===== config.mk =====
export PLATFORM = sky130hd
export DESIGN_NAME = fetch_sequencer_flat
export DESIGN_NICKNAME = d
export VERILOG_FILES = /design/src/rtl/fetch_sequencer_if.sv /design/src/rtl/fetch_sequencer.sv /design/src/flat_wrapper.sv
export SDC_FILE = /design/constraint.sdc
export NUM_CORES = 1
export LEC_CHECK = 0
export BUFFER_PORTS_ARGS = -buffer_cell sky130_fd_sc_hd__buf_2
export CORE_ASPECT_RATIO = 0.8
export CORE_MARGIN = 10
export CORE_UTILIZATION = 40
export CTS_CLUSTER_SIZE = 30
export DETAILED_ROUTE_END_ITERATION = 7
export PLACE_DENSITY = 0.71
export SYNTH_ARGS = -nofsm -noshare
export SYNTH_HDL_FRONTEND = slang
export SYNTH_SLANG_ARGS = --single-unit

===== constraint.sdc =====
create_clock -name clk -period 2.9 [get_ports clk]
set_input_delay 0.145 -clock clk [delete_from_list [all_inputs] [get_ports clk]]
set_output_delay 0.145 -clock clk [all_outputs]
set_load 0.02 [all_outputs]

===== src/rtl/fetch_sequencer_if.sv =====
// Bundle of IF-stage control inputs, instruction-memory port and IF/ID outputs.
// The slave modport is the fetch sequencer; the master modport is whoever drives it.
interface fetch_sequencer_if;
  logic        stall;
  logic        flush;
  logic        branch_taken;
  logic [31:0] branch_target;
  logic        jump;
  logic [31:0] jump_target;
  logic [31:0] imem_instr;
  logic [31:0] imem_addr;
  logic [31:0] if_id_instr;
  logic [31:0] if_id_pc_plus4;
  logic        if_id_valid;
  logic        halted;

  modport slave (
    input  stall, flush, branch_taken, branch_target, jump, jump_target, imem_instr,
    output imem_addr, if_id_instr, if_id_pc_plus4, if_id_valid, halted
  );

  modport master (
    output stall, flush, branch_taken, branch_target, jump, jump_target, imem_instr,
    input  imem_addr, if_id_instr, if_id_pc_plus4, if_id_valid, halted
  );
endinterface


===== src/rtl/fetch_sequencer.sv =====
// IF-stage sequencer: owns the PC, addresses the combinational instruction memory
// and fills the IF/ID register, handling stall, flush, redirects and halt.
module fetch_sequencer #(
  parameter logic [31:0] RESET_PC   = 32'h0000_0000,
  parameter int          IMEM_WORDS = 1024,
  parameter logic [31:0] HALT_WORD  = 32'hFFFF_FFFF
) (
  input logic              clk,
  input logic              rst_n,
  fetch_sequencer_if.slave bus
);

  localparam logic [31:0] PC_SPAN = 32'(IMEM_WORDS * 4);

  typedef enum logic [1:0] {
    BOOT   = 2'd0,
    RUN    = 2'd1,
    HALTED = 2'd2
  } state_e;

  state_e      state_q, state_d;
  logic [31:0] pc_q, pc_d;
  logic [31:0] instr_q, instr_d;
  logic [31:0] pc4_q, pc4_d;
  logic        valid_q, valid_d;

  logic        redirect;
  logic [31:0] target;
  logic [31:0] pc_inc;
  logic [31:0] pc_plus4;
  logic        advance;
  logic        halt_hit;

  // Jump outranks a taken branch; targets are forced word-aligned.
  assign redirect = bus.jump | bus.branch_taken;
  assign target   = (bus.jump ? bus.jump_target : bus.branch_target) & ~32'h3;
  assign pc_inc   = pc_q + 32'd4;
  assign pc_plus4 = (pc_inc >= PC_SPAN) ? 32'd0 : pc_inc;
  assign advance  = !redirect && !bus.stall && !bus.flush;
  assign halt_hit = (bus.imem_instr == HALT_WORD);

  // NOTE: state registers use non-blocking assignments so every flop samples
  // the pre-edge values of its peers; blocking here would create ordering races.
  always_ff @(posedge clk or negedge rst_n) begin
    if (!rst_n) begin
      state_q <= BOOT;
      pc_q    <= RESET_PC;
      instr_q <= '0;
      pc4_q   <= '0;
      valid_q <= 1'b0;
    end else begin
      state_q <= state_d;
      pc_q    <= pc_d;
      instr_q <= instr_d;
      pc4_q   <= pc4_d;
      valid_q <= valid_d;
    end
  end

  // NOTE: every signal written here gets a hold default first, so no path
  // through the case leaves one unassigned and no latch is inferred.
  always_comb begin
    state_d = state_q;
    pc_d    = pc_q;
    instr_d = instr_q;
    pc4_d   = pc4_q;
    valid_d = valid_q;
    unique case (state_q)
      BOOT: begin
        state_d = RUN;
      end
      RUN: begin
        if (redirect) begin
          pc_d    = target;
          instr_d = '0;
          valid_d = 1'b0;
        end else if (bus.flush && !bus.stall) begin
          pc_d    = pc_plus4;
          instr_d = '0;
          valid_d = 1'b0;
        end else if (!bus.stall) begin
          instr_d = bus.imem_instr;
          pc4_d   = pc_plus4;
          valid_d = 1'b1;
          if (advance && halt_hit) begin
            state_d = HALTED;
          end else begin
            pc_d = pc_plus4;
          end
        end
      end
      HALTED: begin
        instr_d = '0;
        valid_d = 1'b0;
        if (redirect) begin
          pc_d    = target;
          state_d = RUN;
        end
      end
      default: begin
        state_d = BOOT;
      end
    endcase
  end

  always_comb begin
    bus.imem_addr      = pc_q;
    bus.if_id_instr    = instr_q;
    bus.if_id_pc_plus4 = pc4_q;
    bus.if_id_valid    = valid_q;
    bus.halted         = (state_q == HALTED);
  end

endmodule


===== src/flat_wrapper.sv =====
// flat-port wrapper written by rule: the top's interface ports become plain ports
module fetch_sequencer_flat 
#(
  parameter logic [31:0] RESET_PC   = 32'h0000_0000,
  parameter int          IMEM_WORDS = 1024,
  parameter logic [31:0] HALT_WORD  = 32'hFFFF_FFFF
)
  (clk, rst_n, bus_stall, bus_flush, bus_branch_taken, bus_branch_target, bus_jump, bus_jump_target, bus_imem_instr, bus_imem_addr, bus_if_id_instr, bus_if_id_pc_plus4, bus_if_id_valid, bus_halted);
  fetch_sequencer_if bus_i ();
  input logic clk;
  input logic rst_n;
  input wire logic [$bits(bus_i.stall)-1:0] bus_stall;
  input wire logic [$bits(bus_i.flush)-1:0] bus_flush;
  input wire logic [$bits(bus_i.branch_taken)-1:0] bus_branch_taken;
  input wire logic [$bits(bus_i.branch_target)-1:0] bus_branch_target;
  input wire logic [$bits(bus_i.jump)-1:0] bus_jump;
  input wire logic [$bits(bus_i.jump_target)-1:0] bus_jump_target;
  input wire logic [$bits(bus_i.imem_instr)-1:0] bus_imem_instr;
  output wire logic [$bits(bus_i.imem_addr)-1:0] bus_imem_addr;
  output wire logic [$bits(bus_i.if_id_instr)-1:0] bus_if_id_instr;
  output wire logic [$bits(bus_i.if_id_pc_plus4)-1:0] bus_if_id_pc_plus4;
  output wire logic [$bits(bus_i.if_id_valid)-1:0] bus_if_id_valid;
  output wire logic [$bits(bus_i.halted)-1:0] bus_halted;
  assign bus_i.stall = bus_stall;
  assign bus_i.flush = bus_flush;
  assign bus_i.branch_taken = bus_branch_taken;
  assign bus_i.branch_target = bus_branch_target;
  assign bus_i.jump = bus_jump;
  assign bus_i.jump_target = bus_jump_target;
  assign bus_i.imem_instr = bus_imem_instr;
  assign bus_imem_addr = bus_i.imem_addr;
  assign bus_if_id_instr = bus_i.if_id_instr;
  assign bus_if_id_pc_plus4 = bus_i.if_id_pc_plus4;
  assign bus_if_id_valid = bus_i.if_id_valid;
  assign bus_halted = bus_i.halted;
  fetch_sequencer #(.RESET_PC(RESET_PC), .IMEM_WORDS(IMEM_WORDS), .HALT_WORD(HALT_WORD)) u_core (.clk(clk), .rst_n(rst_n), .bus(bus_i));
endmodule

Word level (Yosys, flattened, before mapping)

Cells that the tools add are included.

Add/subtract/negate cells: 1
$lt $le $gt $ge: 1
Equal/unequal tests: 10
Multiplexer cells: 22
Bitwise logic cells: 4
Reductions and logical operators: 13

Operators by type and width:

| cell                                                                    | count |
|---|---|
| 32-bit two-way mux                                                      | 10 |
| 32-bit one-hot mux with 2 select lines                                  | 2 |
| 32-bit by 3-bit adder with 32-bit output, second input constant         | 1 |
| 32-bit == test, second input constant                                   | 1 |
| 32-bit by 13-bit >= comparator with 1-bit output, second input constant | 1 |
| 2-bit two-way mux                                                       | 5 |
| 4-bit by 2-bit inequality test with 1-bit output, second input constant | 2 |
| 4-bit AND reduction                                                     | 2 |
| 2-bit inequality test, second input constant                            | 3 |
| 2-bit one-hot mux with 3 select lines                                   | 1 |
| 5-bit AND reduction                                                     | 1 |
| 1-bit logical AND                                                       | 4 |
| 2-bit by 1-bit inequality test with 1-bit output, second input constant | 2 |
| 1-bit logical NOT                                                       | 3 |
| 1-bit two-way mux                                                       | 3 |
| 1-bit inverter                                                          | 3 |
| 2-bit by 1-bit == test with 1-bit output, second input constant         | 1 |
| 2-bit == test, second input constant                                    | 1 |
| 2-bit logical NOT                                                       | 1 |
| 1-bit one-hot mux with 2 select lines                                   | 1 |
| 2-bit AND reduction                                                     | 1 |
| 2-bit nonzero test                                                      | 1 |
| 1-bit bitwise OR                                                        | 1 |

Flip-flop bits (word level): 99
Bits of input ports: 102
Output and inout bits: 98

Logic depth before layout (Yosys ltp)

Gate-level depths: netlist of run 1.

Word-level depth: 10
Mapped depth: 10

Least setup slack after synthesis of run 1

No wires, ideal clock.

Kind: register to register
From: register u_core.pc_q[2] (netlist: u_core.bus.imem_addr[2])
To: register u_core.pc_q[4] (netlist: u_core.bus.imem_addr[4])
Setup time: 0.080 ns
Data arrival time: 2.800 ns
Data required time: 2.820 ns
Slack: 0.020 ns
Stages on the path, launching flop included: 11
Cells stage by stage: dfrtp_1 ha_1 nand3_1 nor4_1 o211ai_1 o2bb2ai_1 or4_4 nor4b_4 buf_6 a41oi_2 o22ai_2

Longest elaborated chain between the ends: 8

RTL lines:

| item                                             | RTL line              | text |
|---|---|---|
| start: declaration                               | fetch_sequencer.sv:22 | `logic [31:0] pc_q, pc_d;` |
| start signal: assignment                         | fetch_sequencer.sv:53 | `pc_q <= pc_d;` |
| 32-bit by 3-bit adder with 32-bit output *       | fetch_sequencer.sv:37 | `assign pc_inc = pc_q + 32'd4;` |
| 32-bit by 13-bit >= comparator with 1-bit output | fetch_sequencer.sv:38 | `assign pc_plus4 = (pc_inc >= PC_SPAN) ? 32'd0 : pc_inc;` |
| 32-bit two-way mux *                             | fetch_sequencer.sv:38 |  |
| 32-bit two-way mux                               | fetch_sequencer.sv:85 | `if (advance && halt_hit) begin` |
| 32-bit two-way mux                               | fetch_sequencer.sv:81 | `end else if (!bus.stall) begin` |
| 32-bit two-way mux *                             | fetch_sequencer.sv:77 | `end else if (bus.flush && !bus.stall) begin` |
| 32-bit two-way mux *                             | fetch_sequencer.sv:73 | `if (redirect) begin` |
| 32-bit one-hot mux with 2 select lines *         | fetch_sequencer.sv:68 | `unique case (state_q)` |

Mark *: on every way between the ends. The rest lies on a longest branch, timed or not. The select of a mux whose other input is x is not followed.
A chain may end at the register's enable or synchronous reset.

Final worst setup path of run 1

From: register u_core.pc_q[3] (netlist: u_core.bus.imem_addr[3])
To: register u_core.pc_q[4] (netlist: u_core.bus.imem_addr[4])

Same word-level chain as after synthesis.

==> results by group, run 1 <==
Routing
  – Drt wl/cell: between 15 and 20 um
  – Drt pass-1 iters: 5
  – Iter 0 DRT Violations: between 200 and 300
  – Routed vias/inst: 5.548
  – Vias: around 4,800
  – Antenna-violating nets left: 0
  – Post-Route WL: ~16,000 um
  – # DRC: 0

Final layout
  – Finished Core Util: between 50% and 60%
  – Nets: 811
  – Layout area overhead: 39.04%
  – Ant diodes: 0
  – Share of cells above drive strength 1: between 40% and 50%
  – Filler cells: about 1,000

Critical path
  – Worst setup path startpoint: u_core.bus.imem_addr[3]$_DFFE_PN0P_
  – CP max stage cell: or4_4
  – Crit path buf inv count: 2
  – Crit-path cells: ha_2, and3_4, nand4_1, mux2_4, o2bb2ai_1, or4_4, nor4b_4, buf_6, buf_12, a41oi_2, o22ai_2
  – Flop2flop setup slack: around 0.016 ns
  – CP Launch Type: flip-flop
  – Crit-path leading delay family: simple AND/OR/NAND/NOR gates
  – Crit path max fanout: 5
  – Worst r2r src: u_core.bus.imem_addr[3]$_DFFE_PN0P_
  – Worst setup EP type: flip-flop
  – Reg2Reg Capture Point: u_core.bus.imem_addr[4]$_DFFE_PN0P_
  – R2R cell count: 11
  – CP Data Arrival Time: ~3.1 ns
  – Worst path max stage delay: 0.58 ns
  – Crit path required time: around 3.2 ns
  – WS Path Type: flip-flop to flip-flop

Logic synthesis
  – Top post-synthesis cells by area: dfrtp_1 (51%), a22o_1 (5.9%), mux2i_1 (4.7%)
  – Cell taking the most area after synthesis: dfrtp_1
  – Avg Inst Size Synth: roughly 10 um2
  – Number of flops mapped to enable cells by yosys: 0
  – Unique cell type count in the Yosys netlist: just under 50
  – Post-synth ARST share: 100.0%
  – Cells after Synth: a little under 500
  – Yosys reg bits: 99
  – Synth Flop Type: dfrtp_1
  – Cell Area, Synth: about 4900 um2
  – Synth warnings: 0
  – Net Count, Synth: just under 600
  – Most common cell in the netlist: dfrtp_1
  – Sequential fraction of the synthesis area: 50.82%
  – Synth top cells by count: dfrtp_1 (99), nand2_1 (52), nor2_1 (37), a22o_1 (33), clkbuf_1 (25)
  – Top-area cell type share of the netlist area: about half

Global routing
  – Largest net degree at the start of global routing: between 40 and 50
  – Initial antenna violation count: 0
  – Vias in the first global route: 4,802
  – First-pass GRT wire length: ~25,000 um
  – GRT Util Overall: about 18%
  – Grt total ovfl: 0

Power and ir drop
  – Leak Pwr: between 3 and 4 nW
  – Peak VDD IR: around 0.27 mV
  – Final Power: 0.003328 W
  – Power per cell area: about 490 nW/um2

Floorplanning
  – Num rows: 35
  – Die area: between 15,000 and 20,000 um2
  – Initial Util: 41.54%
  – Core box area: around 12,000 um2
  – I/O pin count: 200
  – Die width: between 100 and 150 um
  – Die H: ~120 um

STA
  – Worst Max-Slew Pin Slew: roughly 0.50 ns
  – FMAX: roughly 0.35 GHz
  – Max Slew Vio Count: 0
  – Setup-failing EPs final: 0
  – RSZ-0062 raised after global routing: true
  – Final Cycle Share: ~99%
  – Smallest setup slack after layout: between 0.015 and 0.02 ns
  – Min cycle time layout: between 2 and 3 ns
  – Hold WS: 0.03112 ns
  – Fin. Hold Viols: 0
  – Setup TNS: 0 ns
  – Slew headroom: between 60% and 70%
  – Setup Skew: 0.008504 ns

Hold path
  – Hold EP: u_core.bus.if_id_instr[30]$_DFFE_PN0P_
  – Hold crit path type: input pin to flip-flop
  – Worst hold start: bus_imem_instr[30]
  – Hold-critical path depth: 2

Clock network
  – Worst-path clk slew: 0.07 ns
  – CTS root buf: clkbuf_16
  – CTS Buf Count: 9
  – CTS tree: built
  – Worst-Skew Late Latency: 0.34 ns
  – Clk sinks: 99
  – H-Tree Depth: 3
  – Worst-case clock buffer depth: 2

Placed design
  – Post-DP HPWL: 11,900 um
  – IO buf count: between 150 and 200
  – GP Congestion: 0.8889
  – Pre-CTS setup slack: -0.08504 ns

Status
  – Status: finished, final reports clean

Flow run
  – Max-cap check violation count: 0
flip-flops by register name, summed over array words and instances (netlist names):
register / cells
u_core.bus.if_id_pc_plus4: 32
u_core.bus.imem_addr: 32
u_core.bus.if_id_instr: 32
u_core.state_q: 2
u_core.bus.if_id_valid: 1
logic make-up (layout without fill, tap and decap cells):
kind of cell | Yosys count | count (layout) | share of synthesized area, %
mux | 28 | 28 | 5.878
xor+xnor | 6 | 6 | 1.078
fa+ha+maj | 4 | 4 | 1.027
compound gates | 124 | 124 | 18.43
buf+inv | 41 | 263 | 3.439
flops | 99 | 99 | 50.82
simple gates | 185 | 186 | 19.33
report_power, final:
part	switching (W)	internal [W]	total, W
registers	0.0000724	0.00144	0.00152
logic	0.000356	0.000246	0.000603
clock network	0.000528	0.000680	0.00121
total	0.000957	0.00237	0.00333
final cells by class:
cell class | count | area, um2 | share of cell area (%)
Multi-Input combinational cell | 348 | 2412 | 35.59
Timing Repair Buffer | 236 | 1353 | 19.96
Clock inverter | 6 | 72.57 | 1.071
Clock buffer | 10 | 229.0 | 3.378
Sequential cell | 99 | 2485 | 36.66
Tap cell | 148 | 185.2 | 2.732
Inverter | 11 | 41.29 | 0.6092
layout by cell type, fill, tap and decap left out, drive strengths merged, types with 2 or more instances in the layout:
cell type    n
dfrtp       99
clkinv       3
a22o        33
o31ai       24
mux2i       23
nor3        10
nor2b        5
o31a         2
o22ai        9
nor4         7
a22oi        4
and2        20
nor2        37
ha           4
clkbuf      12
a21oi       16
nor3b        3
inv         13
nand4       15
or3          2
a31oi       16
mux2         5
xnor2        6
o21ai       11
buf        233
nand2       54
and4         3
nand3       19
or4          4
and3         4
how the worst max path moves through the flow:
stage / cells after the start / slack [ns] / to
2_1_floorplan: 10 / 0.02 / u_core.bus.imem_addr[4]$_DFFE_PN0P_
3_3_place_gp: 9 / 0.05 / u_core.bus.imem_addr[2]$_DFFE_PN0P_
3_5_place_dp: 9 / -0.09 / u_core.bus.if_id_pc_plus4[6]$_DFFE_PN0P_
4_1_cts: 9 / 0.003 / u_core.bus.imem_addr[4]$_DFFE_PN0P_
5_1_grt: 11 / -0.06 / u_core.bus.imem_addr[7]$_DFFE_PN0P_
6_report: 11 / 0.02 / u_core.bus.imem_addr[4]$_DFFE_PN0P_
metal layers:
| layer | up-vias | global-route usage [%] | wire, um |
|---|---|---|---|
| met5 | - | 0 | 0 |
| met4 | 0 | 5.287 | 239 |
| met3 | 21 | 6.082 | 1468 |
| met2 | 226 | 26.71 | 7151 |
| met1 | 2274 | 23.46 | 7017 |
| li1 | 2239 | - | - |
metrics by stage:
| step | instances | cell area [um2] |
|---|---|---|
| final | 858 | 6778 |
| after global routing | 858 | 6778 |
| after CTS | 850 | 6535 |
| after detailed placement | 832 | 6201 |
| after global placement | 832 | 6201 |
| after floorplan | 487 | 4875 |
what timing repair did:
item	CTS	global route
pin swaps	0	16
hold buffers	1	0
gates resized for setup	4	33
hold endpoints to repair	36	0
gates cloned	0	3
setup buffers	1	5
setup endpoints to repair	19	24
No activity file was read; power rests on OpenSTA's default activity.
==> run 2: changes to the inputs <==
--- a/config.mk
+++ b/config.mk
@@ -11,6 +11,7 @@
 export CORE_UTILIZATION = 40
 export CTS_CLUSTER_SIZE = 30
 export DETAILED_ROUTE_END_ITERATION = 7
+export GPL_TIMING_DRIVEN = 0
 export PLACE_DENSITY = 0.71
 export SYNTH_ARGS = -nofsm -noshare
 export SYNTH_HDL_FRONTEND = slang
==> constraint.sdc (replaced) <==
create_clock -name clk -period 2.9 [get_ports clk]
set_input_delay 0.58 -clock clk [delete_from_list [all_inputs] [get_ports clk]]
set_output_delay 0.58 -clock clk [all_outputs]
set_load 0.02 [all_outputs]
==> results by group, run 2 (synthesis results as in run 1) <==
Floorplanning
  – Die width: roughly 140 um
  – Num rows: 35
  – I/O pin count: 200
  – Die area: 17,030 um2
  – Core box area: approximately 12,000 um2
  – Die H: 118.7 um
  – Initial Util: between 40% and 50%

Final layout
  – Ant diodes: 0
  – Post-Layout Cell Count: 871
  – Nets: a little over 800
  – Most frequent cells in the layout: buf_2 (194), dfrtp_1 (80), nand2_1 (52)
  – Finished Core Util: roughly three fifths
  – Share of cells above drive strength 1: around 40%
  – Layout area overhead: 40.04%
  – Most common cell after layout, fill and taps aside: buf_2

Critical path
  – CP Data Arrival Time: a little over 3 ns
  – Worst r2r src: u_core.bus.imem_addr[2]$_DFFE_PN0P_
  – CP max stage cell: or4_4
  – Worst path most repeated cell: buf_6
  – Flop2flop setup slack: approximately 0.038 ns
  – Crit-path cells: buf_6, nand4_1, buf_6, nor4_4, a2111oi_2, a21oi_1, or4_4, nor4b_4, buf_4, buf_6, a31oi_1, o22ai_1
  – Worst setup path startpoint: u_core.bus.imem_addr[2]$_DFFE_PN0P_
  – Worst setup EP type: flip-flop
  – Worst path max stage delay: ~0.55 ns
  – R2R cell count: 12
  – Crit path required time: approximately 3.2 ns
  – WS Path Type: flip-flop to flip-flop
  – Crit path max fanout: 5
  – Reg2Reg Capture Point: u_core.bus.imem_addr[10]$_DFFE_PN0P_
  – CP Launch Type: flip-flop

Routing
  – Post-Route WL: between 15,000 and 20,000 um
  – # DRC: 0
  – Routed vias/inst: between 5 and 6
  – Drt wl/cell: 19.03 um
  – Drt pass-1 iters: 5
  – Vias: 4,842
  – Iter 0 DRT Violations: 415
  – Antenna-violating nets left: 0

Global routing
  – Largest net degree at the start of global routing: 52
  – Initial antenna violation count: 1
  – Routing usage on met2: 27.92%
  – GRT Util Overall: between 10% and 20%
  – Gr busiest metal: met2
  – Vias in the first global route: a little under 5,000
  – Met3 Use GR: under 10%
  – Met1 usage: 24.34%
  – First-pass GRT wire length: approximately 26,000 um
  – Grt total ovfl: 0

Power and ir drop
  – Power per cell area: 499.3 nW/um2
  – Peak VDD IR: 0.2922 mV
  – Leak Pwr: approximately 3.4 nW

STA
  – Setup-failing EPs final: 0
  – Min cycle time layout: ~2.9 ns
  – RSZ-0062 raised after global routing: true
  – Setup TNS: 0 ns
  – Final Cycle Share: a little over nine tenths
  – Slew headroom: between 40% and 50%
  – FMAX: between 0.3 and 0.4 GHz
  – Max Slew Vio Count: 0
  – Worst Max-Slew Pin Slew: approximately 0.84 ns
  – Smallest setup slack after layout: 0.03832 ns
  – Setup Skew: ~0.011 ns
  – Fin. Hold Viols: 0

Placed design
  – Post-DP HPWL: ~12,000 um
  – IO buf count: roughly 190
  – Pre-CTS setup slack: -0.7753 ns
  – GP Congestion: 0.8601
  – DP Cell Count: 830

Clock network
  – Worst-path clk slew: roughly 0.070 ns
  – CTS root buf: clkbuf_16
  – Clk sinks: a little under 100
  – Worst-Skew Late Latency: ~0.34 ns
  – H-Tree Depth: 3
  – CTS tree: built
  – Worst-case clock buffer depth: 2
  – CTS Buf Count: 9

Flow run
  – Max-cap check violation count: 0

Hold path
  – Hold crit path type: input pin to async pin

Status
  – Status: finished, final reports clean
## run 2: cell types whose count changed in the layout (fill, tap and decap cells not counted), sizes merged
cell	delta
clkinv	-3
clkbuf	+23
buf	-7
inv	+1
nand2	-1
clkinvlp	+1
dlygate4sd3	-1
## run 2: final cells by class
class | count | area [um2]
Clock buffer | 11 | 252.7
Clock inverter | 5 | 66.31
Timing Repair Buffer | 221 | 1224
Inverter | 11 | 41.29
Tap cell | 148 | 185.2
Buffer | 29 | 130.1
Multi-Input combinational cell | 347 | 2426
Sequential cell | 99 | 2501
Fill cell | 1023 | 4910
## run 2: what timing repair did
item                                    CTS  global route
hold buffers                              0             0
buffers inserted                          3            22
gates resized for setup                  16            48
pin swaps                                 3            21
endpoints found under the setup margin   44            37
cloned                                    1             0
## run 2: worst max path at each step
stage | depth (start not counted) | endpoint
floorplan | 10 | u_core.bus.imem_addr[4]$_DFFE_PN0P_
global placement | 8 | u_core.bus.imem_addr[11]$_DFFE_PN0P_
detailed placement | 9 | u_core.bus.imem_addr[2]$_DFFE_PN0P_
CTS | 9 | u_core.bus.imem_addr[10]$_DFFE_PN0P_
global route | 12 | u_core.bus.imem_addr[10]$_DFFE_PN0P_
finish | 12 | u_core.bus.imem_addr[10]$_DFFE_PN0P_
## run 2: where the power goes
part	internal [W]	switching [W]	leakage, nW
registers	0.00145	0.0000954	1.30
logic	0.000250	0.000345	1.99
clock network	0.000729	0.000542	0.155
## run 2: worst max-delay path, delay by kind of cell (launching register included)
family                 cells  cell delay [ns]
buffers and inverters      4             0.59
AND/OR/NAND/NOR            4             0.99
AO/OA/AOI/OAI              4             0.74
flip-flops                 1             0.45
## run 2: through the flow
stage               hold WS [ns]  total power [W]  area, um2
finish                    0.2688         0.003408       6827
global route              0.3082         0.003568       6827
CTS                       0.2834         0.003375       6479
detailed placement        0.4639         0.002078       6061
global placement          0.4575         0.002054       6031
floorplan                 0.2844         0.001824       4875
## run 2: per-layer routing
metal | up-vias | wire length [um]
met2 | 212 | 7622
met3 | 20 | 1543
met5 | - | 11
met4 | 2 | 190
li1 | 2272 | -
met1 | 2336 | 7211
==> run 3: changes to the inputs <==
--- a/config.mk
+++ b/config.mk
@@ -5,14 +5,16 @@
 export SDC_FILE = /design/constraint.sdc
 export NUM_CORES = 1
 export LEC_CHECK = 0
+export ABC_AREA = 1
 export BUFFER_PORTS_ARGS = -buffer_cell sky130_fd_sc_hd__buf_2
+export CAP_MARGIN = 20
 export CORE_ASPECT_RATIO = 0.8
 export CORE_MARGIN = 10
 export CORE_UTILIZATION = 40
 export CTS_CLUSTER_SIZE = 30
 export DETAILED_ROUTE_END_ITERATION = 7
 export GPL_TIMING_DRIVEN = 0
-export PLACE_DENSITY = 0.71
+export PLACE_DENSITY = 0.67
 export SYNTH_ARGS = -nofsm -noshare
 export SYNTH_HDL_FRONTEND = slang
 export SYNTH_SLANG_ARGS = --single-unit
==> constraint.sdc (replaced) <==
create_clock -name clk -period 3.03 [get_ports clk]
set_input_delay 0.606 -clock clk [delete_from_list [all_inputs] [get_ports clk]]
set_output_delay 0.606 -clock clk [all_outputs]
set_load 0.02 [all_outputs]
==> results by group, run 3 <==
Status
  – Status: finished, final reports clean

Logic synthesis
  – Synth warnings: 0
  – Synth Flop Type: dfrtp_1
  – Top-area cell type share of the netlist area: 46.23%
  – Top post-synthesis cells by area: dfrtp_1 (46%), nand2_1 (20%), nor2_1 (6.3%)
  – Avg Inst Size Synth: roughly 7.3 um2
  – Number of flops mapped to enable cells by yosys: 0
  – Sequential fraction of the synthesis area: 46.23%
  – Yosys reg bits: 99
  – Most common cell in the netlist: nand2_1
  – Net Count, Synth: 840
  – Cell taking the most area after synthesis: dfrtp_1
  – Synth top cells by count: nand2_1 (282), dfrtp_1 (99), nor2_1 (90), nand3_1 (54), inv_1 (48)
  – Post-synth ARST share: 100.0%
  – Cell Area, Synth: 5359 um2
  – Cells after Synth: between 700 and 800
  – Unique cell type count in the Yosys netlist: 34

Critical path
  – Worst path max stage delay: 0.41 ns
  – Crit path max fanout: 10
  – CP max stage cell: dfrtp_1
  – WS Path Type: flip-flop to flip-flop
  – Worst path most repeated cell: nand2_1
  – Worst setup EP type: flip-flop
  – CP Launch Type: flip-flop
  – Crit path required time: about 3.3 ns
  – Crit-path cells: ha_1, nand3_2, nor2_2, nand3_1, nand2_1, nand2_1, a21oi_1, nand2_1, nor2_2, buf_6, nand4_2, nand2_1, nand2_1, nand2_1
  – Worst setup path startpoint: u_core.bus.imem_addr[2]$_DFFE_PN0P_
  – CP Data Arrival Time: between 2 and 3 ns
  – Worst r2r src: u_core.bus.imem_addr[2]$_DFFE_PN0P_

Placed design
  – Placed cell area: 6584 um2
  – Post-DP HPWL: roughly 14,000 um
  – GP Congestion: a little under 0.9
  – IO buf count: 195

Routing
  – Antenna-violating nets left: 0
  – Routed vias/inst: just under 5
  – Post-Route WL: around 18,000 um
  – Iter 0 DRT Violations: 366
  – Drt pass-1 iters: 5
  – Drt wl/cell: roughly 16 um
  – Vias: between 5,000 and 6,000
  – # DRC: 0

Final layout
  – Finished Cell Area: roughly 6900 um2
  – Most frequent cells in the layout: nand2_1 (282), buf_2 (196), dfrtp_1 (99)
  – Ant diodes: 0
  – Filler cells: 1,318
  – Nets: 1,047
  – Most common cell after layout, fill and taps aside: nand2_1
  – Share of cells above drive strength 1: 25.79%
  – Layout area overhead: 28.65%

Power and ir drop
  – Seq pwr share: between 30% and 40%
  – Clk pwr share: ~18%
  – Power per cell area: 953.4 nW/um2
  – Sw Ratio: roughly half
  – Leak Pwr: between 3 and 4 nW
  – Comb power frac: between 40% and 50%
  – Peak VDD IR: 0.4500 mV
  – Final Power: about 0.0066 W
  – Switch Pwr: 0.003221 W
  – Internal power: 0.003352 W

Global routing
  – GRT Util Overall: 18.77%
  – Initial antenna violation count: 0
  – Largest net degree at the start of global routing: 53
  – First-pass GRT wire length: 27,570 um
  – Grt total ovfl: 0
  – Vias in the first global route: around 5,300

STA
  – FMAX: ~0.41 GHz
  – Fin. Hold Viols: 0
  – Final Cycle Share: around four fifths
  – Hold WS: roughly 0.28 ns
  – Setup Skew: about 0.0084 ns
  – RSZ-0062 raised after global routing: false
  – Slew headroom: approximately 55%
  – Min cycle time layout: 2.420 ns
  – Worst Max-Slew Pin Slew: 0.6707 ns
  – Max Slew Vio Count: 0
  – Setup TNS: 0 ns
  – Setup-failing EPs final: 0

Clock network
  – Worst-Skew Late Latency: approximately 0.35 ns
  – H-Tree Depth: 3
  – Hold-fix buffers, CTS: 0
  – CTS tree: built
  – Post_cts resized: 0
  – CTS root buf: clkbuf_16
  – CTS Buf Count: 9
  – Worst-case clock buffer depth: 2
  – Worst-path clk slew: 0.08 ns
  – Clk sinks: between 90 and 100
  – Postcts setup bufs: 0

Floorplanning
  – I/O pin count: 200
  – Die width: roughly 150 um
  – Die area: between 15,000 and 20,000 um2
  – Die H: ~120 um
  – Core box area: about 13,000 um2
  – Num rows: 37
  – Initial Util: between 40 and 50%

Flow run
  – Max-cap check violation count: 0

Hold path
  – Hold crit path type: input pin to async pin
==> run 3: cell types whose count changed after synthesis, moves of 9 or more <==
cell | before | now
nand3_1 | 19 | 54
o31ai_1 | 24 | 2
nand2_1 | 52 | 282
inv_1 | 11 | 48
o21ai_0 | 11 | 22
a22o_1 | 33 | 0
nand4_2 | 0 | 9
o21ai_1 | 0 | 15
and2_1 | 20 | 1
mux2i_1 | 23 | 0
nor2_1 | 37 | 90
a31oi_1 | 16 | 0
==> run 3: cells by family (layout without fill, tap and decap cells) <==
family / after synthesis / count (layout) / share of synthesized area (%)
AO/OA/AOI/OAI: 62 / 62 / 6.000
buffers and inverters: 81 / 293 / 6.070
AND/OR/NAND/NOR: 476 / 476 / 38.80
adder cells (fa/ha/maj): 4 / 4 / 0.9340
XOR/XNOR: 12 / 12 / 1.961
flip-flops: 99 / 99 / 46.23
==> run 3: critical path, delay by kind of cell, from the launching register on <==
family	cells	cell delay (ns)
adders and majority gates	1	0.32
and+or+nand+nor	11	1.31
AOI/OAI and AO/OA	1	0.14
DFF	1	0.41
buffers and inverters	1	0.19
==> run 3: final cells by class <==
class | instances | area, um2 | share of cell area [%]
Timing Repair Buffer | 196 | 1006 | 14.59
Clock inverter | 7 | 85.08 | 1.234
Inverter | 51 | 191.4 | 2.777
Clock buffer | 9 | 225.2 | 3.267
Multi-Input combinational cell | 554 | 2556 | 37.08
Tap cell | 175 | 219.0 | 3.176
Buffer | 30 | 133.9 | 1.942
Sequential cell | 99 | 2477 | 35.93
==> run 3: final timing paths <==
check                                                             to  slack, ns  depth (start not counted)
max                              u_core.bus.imem_addr[9]$_DFFE_PN0P_       0.61                         14
min                        u_core.bus.if_id_pc_plus4[21]$_DFFE_PN0P_       0.28                          1
max reg2reg                      u_core.bus.imem_addr[9]$_DFFE_PN0P_       0.61                         14
min reg2reg                   u_core.bus.if_id_instr[11]$_DFFE_PN0P_       0.48                          2
max in group asynchronous     u_core.bus.if_id_instr[24]$_DFFE_PN0P_       2.07                          2
min in group clk              u_core.bus.if_id_instr[11]$_DFFE_PN0P_       0.48                          2
==> run 3: stage by stage <==
step                      cells  setup slack (ns)  util [%]
after CTS                  1121            0.6362     53.00
final                      1121            0.6102     53.00
after detailed placement   1105            0.3987     50.61
after global placement     1104            0.2887     50.38
after floorplan             734            0.9463         -
after global routing       1121            0.3587     53.00
==> run 3: routing by layer <==
metal	share of wire (%)	GRT usage, %	wire length, um
met4	0.83	3.978	148
met3	9.7	6.535	1730
met2	42	27.87	7431
met1	48	25.89	8441
met5	0	0	0
==> run 3: power groups by stage <==
stage | combinational [W] | clock, W | sequential (W)
4_1_cts | 0.00322 | 0.00120 | 0.00222
3_3_place_gp | 0.00317 | 0 | 0.00223
2_1_floorplan | 0.00150 | 0 | 0.00275
5_1_grt | 0.00352 | 0.00124 | 0.00230
3_5_place_dp | 0.00321 | 0 | 0.00224
6_report | 0.00318 | 0.00117 | 0.00223
